**config.mk**
```make
export PLATFORM = sky130hd
export DESIGN_NAME = mash_cic_decim_flat
export DESIGN_NICKNAME = d
export VERILOG_FILES = /design/src/rtl/mash_cic_decim_if.sv /design/src/rtl/mash_cic_decim.sv /design/src/flat_wrapper.sv
export SDC_FILE = /design/constraint.sdc
export NUM_CORES = 1
export LEC_CHECK = 0
export BUFFER_PORTS_ARGS = -buffer_cell sky130_fd_sc_hd__buf_2
export CAP_MARGIN = 20
export CELL_PAD_IN_SITES_DETAIL_PLACEMENT = 1
export CELL_PAD_IN_SITES_GLOBAL_PLACEMENT = 1
export CORE_MARGIN = 3
export CORE_UTILIZATION = 45
export CTS_BUF_LIST = sky130_fd_sc_hd__clkbuf_16
export CTS_CLUSTER_SIZE = 16
export DETAILED_ROUTE_END_ITERATION = 8
export GPL_TIMING_DRIVEN = 0
export PLACE_DENSITY_LB_ADDON = 0.1
export SLEW_MARGIN = 20
export SYNTH_ARGS = -nofsm -noshare
export SYNTH_HDL_FRONTEND = slang
export SYNTH_SLANG_ARGS = --single-unit
```
**constraint.sdc**
```tcl
create_clock -name clk -period 8.6 [get_ports clk]
set_input_delay 0.43 -clock clk [delete_from_list [all_inputs] [get_ports clk]]
set_output_delay 0.43 -clock clk [all_outputs]
set_load 0.005 [all_outputs]
```
**src/rtl/mash_cic_decim_if.sv**
```systemverilog
// mash_cic_decim_if: sample-side controls and decimated output of mash_cic_decim
interface mash_cic_decim_if #(
  parameter int ACCUM_SIZE = 16
);
  logic                  sync_clr;
  logic                  en;
  logic [3:0]            sdm_in;
  logic [ACCUM_SIZE-1:0] dout;
  logic                  dout_valid;
  modport master (output sync_clr, en, sdm_in, input dout, dout_valid);
  modport slave (input sync_clr, en, sdm_in, output dout, dout_valid);
endinterface

```
**src/rtl/mash_cic_decim.sv**
```systemverilog
// mash_cic_decim: sinc^3 decimator turning the MASH code stream back into the SDM input word; MASH_DECIM_SAT_EN clamps dout
module mash_cic_decim #(
  parameter int ACCUM_SIZE = 16,
  parameter int DECIM_LOG2 = 6
) (
  input logic clk,
  input logic rst_n,
  mash_cic_decim_if.slave bus
);
  localparam int B = 4 + 3 * DECIM_LOG2;
  localparam int SH = 3 * DECIM_LOG2 - ACCUM_SIZE;
  if (3 * DECIM_LOG2 < ACCUM_SIZE) begin : g_bad_cfg
    $error("mash_cic_decim: 3*DECIM_LOG2 must be >= ACCUM_SIZE");
  end
  logic signed [B-1:0] x, i1, i2, i3, s, s_z, c1, c1_z, c2, c2_z, c3, y;
  logic [DECIM_LOG2-1:0] cnt;
  logic [4:0] stb;
  logic [1:0] warm;
  logic [ACCUM_SIZE-1:0] y_out, dout;
  logic dout_valid;
  assign x = {{(B - 4){bus.sdm_in[3]}}, bus.sdm_in};
  assign bus.dout = dout;
  assign bus.dout_valid = dout_valid;
`ifndef MASH_DECIM_SAT_EN
  logic unused_y;
  assign unused_y = ^y[B-1:ACCUM_SIZE];
`endif
  // Scale C3 to the output word: floor shift, then clamp or wrap
  always_comb begin
    y = c3 >>> SH;
`ifdef MASH_DECIM_SAT_EN
    y_out = y[B-1] ? '0 : (|y[B-2:ACCUM_SIZE]) ? '1 : y[ACCUM_SIZE-1:0];
`else
    y_out = y[ACCUM_SIZE-1:0];
`endif
  end
  // Integrator cascade and frame phase; each stage adds last cycle's value of the stage before it
  always_ff @(posedge clk or negedge rst_n)
    if (!rst_n) {i1, i2, i3, cnt} <= '0;
    else if (bus.sync_clr) {i1, i2, i3, cnt} <= '0;
    else if (bus.en) begin
      i1 <= i1 + x;
      i2 <= i2 + i1;
      i3 <= i3 + i2;
      cnt <= cnt + 1'b1;
    end
  // Comb pipeline: a strobe walks one stage per clk, independent of en
  always_ff @(posedge clk or negedge rst_n)
    if (!rst_n) {stb, s, s_z, c1, c1_z, c2, c2_z, c3} <= '0;
    else if (bus.sync_clr) {stb, s, s_z, c1, c1_z, c2, c2_z, c3} <= '0;
    else begin
      stb <= {stb[3:0], bus.en & (&cnt)};
      if (stb[0]) s <= i3;
      if (stb[1]) begin
        c1 <= s - s_z;
        s_z <= s;
      end
      if (stb[2]) begin
        c2 <= c1 - c1_z;
        c1_z <= c1;
      end
      if (stb[3]) begin
        c3 <= c2 - c2_z;
        c2_z <= c2;
      end
    end
  // Output register; the first three decimated words after a clear are swallowed
  always_ff @(posedge clk or negedge rst_n)
    if (!rst_n) {warm, dout, dout_valid} <= '0;
    else if (bus.sync_clr) {warm, dout, dout_valid} <= '0;
    else begin
      dout_valid <= stb[4] & (&warm);
      if (stb[4] & (&warm)) dout <= y_out;
      if (stb[4] & ~(&warm)) warm <= warm + 1'b1;
    end
endmodule
```
**src/flat_wrapper.sv**
```systemverilog
// flat-port wrapper written by rule: the top's interface ports become plain ports
module mash_cic_decim_flat 
#(
  parameter int ACCUM_SIZE = 16,
  parameter int DECIM_LOG2 = 6
)
  (clk, rst_n, bus_sync_clr, bus_en, bus_sdm_in, bus_dout, bus_dout_valid);
  mash_cic_decim_if #(.ACCUM_SIZE(ACCUM_SIZE)) bus_i ();
  input logic clk;
  input logic rst_n;
  input wire logic [$bits(bus_i.sync_clr)-1:0] bus_sync_clr;
  input wire logic [$bits(bus_i.en)-1:0] bus_en;
  input wire logic [$bits(bus_i.sdm_in)-1:0] bus_sdm_in;
  output wire logic [$bits(bus_i.dout)-1:0] bus_dout;
  output wire logic [$bits(bus_i.dout_valid)-1:0] bus_dout_valid;
  assign bus_i.sync_clr = bus_sync_clr;
  assign bus_i.en = bus_en;
  assign bus_i.sdm_in = bus_sdm_in;
  assign bus_dout = bus_i.dout;
  assign bus_dout_valid = bus_i.dout_valid;
  mash_cic_decim #(.ACCUM_SIZE(ACCUM_SIZE), .DECIM_LOG2(DECIM_LOG2)) u_core (.clk(clk), .rst_n(rst_n), .bus(bus_i));
endmodule
```
==> flow_metrics.py <==
metrics = {
    "hold_path": {
        "hold_depth": 4,
        "hp-class": "in -> reg",
    },
    "synthesis": {
        "synthTopCellsByCount": "220 x nor2_1, 208 x dfrtp_1, 119 x mux2i_1, 103 x ha_1, 81 x inv_1",
        "syn_inst": 1359,
        "synth_top_flop_cell": "dfrtp_1",
        "ys_warn_count": 0,
        "synth.avg_cell_area_sq_um": 9.52,
        "ys_types": 73,
        "seq_area_frac_synth_pct": 40.2,
        "ys_seq_elements": 208,
        "yosysMostFrequentCell": "nor2_1",
        "syn-num-nets": 1475,
        "yosys.area.top_type_share_pct": 40.2,
        "yosys.area.top_type": "dfrtp_1",
        "synth-edff-count": 0,
        "postSynth.asyncResetShare_pct": 100,
        "synth_area_sq_um": 12900,
        "synth.area.top_cells": "dfrtp_1 40%, ha_1 10%, mux2i_1 9.2%",
    },
    "drt": {
        "vias_per_cell": 5.59,
        "initialDrtViolationCount": 457,
        "ant_nets": 0,
        "vias": 10106,
        "totalWireLength_um": 34200,
        "drc": 0,
        "wire_per_inst_um": 18.9,
        "first_pass_iters": 4,
    },
    "final_layout": {
        "design_area_sq_um": 14400,
        "syn_to_final_growth_pct": 11.4,
        "nets": 1528,
        "insertedDiodeCount": 0,
        "drive_above_1_share_pct": 6.08,
    },
    "timing": {
        "finalHoldViolCount": 0,
        "worst_pin_slew_ns": 0.903,
        "fin_ws_ns": 5.49,
        "setup_viol": 0,
        "slew_viol_final": 0,
        "rsz0062_at_grt": "false",
        "slew_headroom_pct": 39.8,
        "period_share_pct": 36.1,
        "clock_skew_ns": 0.00974,
        "fmax_ghz": 0.322,
        "tns_ns": 0,
        "period_minus_slack_ns": 3.11,
    },
    "setup_path": {
        "cp_max_fo": 3,
        "r2r.worst_path.cells": 10,
        "critPathKind": "reg -> reg",
        "startpoint_type": "register",
        "cp-end-kind": "register",
        "worstPathRequired_ns": 8.97,
        "cp.arrival_ns": 3.48,
    },
    "job": {
        "maxCapViolations": 0,
    },
    "clock_network": {
        "cts_tree": "built",
        "clkSinkCount": 208,
        "insertion_delay_ns": 0.52,
        "cts_buffers": 24,
        "clk_pin_slew_ns": 0.06,
        "cts_resized": 0,
        "clockBufferDepth": 3,
        "cts-root-buf": "clkbuf_16",
        "h-tree-depth": 1,
    },
    "place": {
        "dp_hpwl_um": 25200,
        "dpl_cell_area_sq_um": 13600,
        "io_buffers": 24,
        "place_ws_ns": 5.52,
        "finalWeightedCongestion": 0.886,
    },
    "die": {
        "core_sq_um": 28100,
        "initial_core_util_pct": 46.1,
        "rows": 61,
        "die-area_sq_um": 30800,
        "die_w_um": 176,
        "ios": 25,
        "die_h_um": 176,
    },
    "power": {
        "vdd_ir_drop_max_mv": 0.127,
        "switchingPower_mw": 0.653,
        "p_int_mw": 1.79,
        "seqPwrFrac_pct": 42.7,
        "power.density_nw_per_um2": 169,
        "clkPwrFrac_pct": 43.3,
        "pwr-share-comb_pct": 14.0,
        "finalPower_mw": 2.44,
        "static-leakage-power_nw": 6.68,
        "p_sw_share_pct": 26.8,
    },
    "grt": {
        "grt_pass1_vias": 10807,
        "overflow": 0,
        "grt_use_total_pct": 22.7,
        "grt_pass1_wl_um": 57100,
        "grt_max_degree": 97,
        "grt_antenna_before_repair": 0,
    },
    "outcome": {
        "status": "completed",
    },
}
## repair_timing
item	CTS	global route
endpoints found under the hold margin	44	0
hold buffers	1	0
endpoints found under the setup margin	0	0
buffers inserted	0	0
## critical path: stages (launching register included)
cell and delay [ns]:
dfrtp_1 0.41, ha_1 0.25, fa_1 0.43, a21oi_2 0.21, o21ai_2 0.08, a2111oi_2 0.49
o311ai_1 0.26, o21a_1 0.26, a221o_1 0.34, xnor2_1 0.16, o21ai_1 0.08
## final timing paths
path / slack, ns / endpoint / from
worst max-delay path: 5.49 / u_core.i2[16] / u_core.i2[0]
worst min-delay path: 0.28 / u_core.i1[0] / bus_sdm_in[0]
worst max register to register: 5.49 / u_core.i2[16] / u_core.i2[0]
worst min register to register: 0.49 / u_core.c3[10] / u_core.c3[10]
max in group asynchronous: 7.35 / u_core.i1[6] / rst_n
min in group asynchronous: 0.42 / u_core.c1_z[13] / rst_n
## kinds of logic after synthesis
group                      Yosys count  share of synthesized area (%)
AOI/OAI and AO/OA                  309                           16.7
muxes                              120                           9.29
DFF                                208                           40.2
buffers and inverters              131                           3.98
and+or+nand+nor                    415                           14.4
adders and majority gates          108                           10.7
xor gates and xnor gates            68                           4.60
## area by class of cell
cell class / instances / area, sq um
Buffer: 49 / 206
Fill cell: 3273 / 13700
Inverter: 82 / 308
Timing Repair Buffer: 27 / 195
Sequential cell: 208 / 5200
Clock inverter: 19 / 181
Tap cell: 378 / 473
Clock buffer: 25 / 626
Multi-Input combinational cell: 1020 / 7220
## stage by stage
| step | hold slack (ns) | util (%) | std cells |
|---|---|---|---|
| finish | 0.284 | 51.3 | 1808 |
| global route | 0.353 | 51.3 | 1808 |
| CTS | 0.264 | 51.3 | 1808 |
| detailed placement | 0.370 | 48.4 | 1763 |
| global placement | 0.467 | 48.2 | 1761 |
| floorplan | 0.134 | - | 1359 |
## layout by cell type (no fill, tap or decap), drive strengths merged, types with 20 or more instances in the layout
master	instances
nor2	220
dfrtp	208
mux2i	119
ha	103
inv	87
a21oi	76
nand2	67
clkbuf	61
o21ai	55
xnor2	46
buf	39
a21o	27
a211oi	25
o21a	23
xor2	22
a22o	20
## metal layers
| metal | GRT usage (%) | wire length (um) | part of all wire [%] |
|---|---|---|---|
| met2 | 40.7 | 17100 | 50 |
| met4 | 4.88 | 757 | 2.2 |
| met3 | 2.27 | 736 | 2.2 |
| met5 | 0 | 0 | 0 |
| met1 | 29.7 | 15700 | 46 |
## power by group through the flow
stage / sequential (mW) / combinational [mW] / clock (mW)
after floorplan: 1.05 / 0.248 / 0
after global placement: 1.06 / 0.326 / 0
after detailed placement: 1.06 / 0.341 / 0
after CTS: 1.04 / 0.344 / 1.08
after global routing: 1.05 / 0.388 / 1.12
final: 1.04 / 0.341 / 1.06
Power figures use the tool's default switching activity.
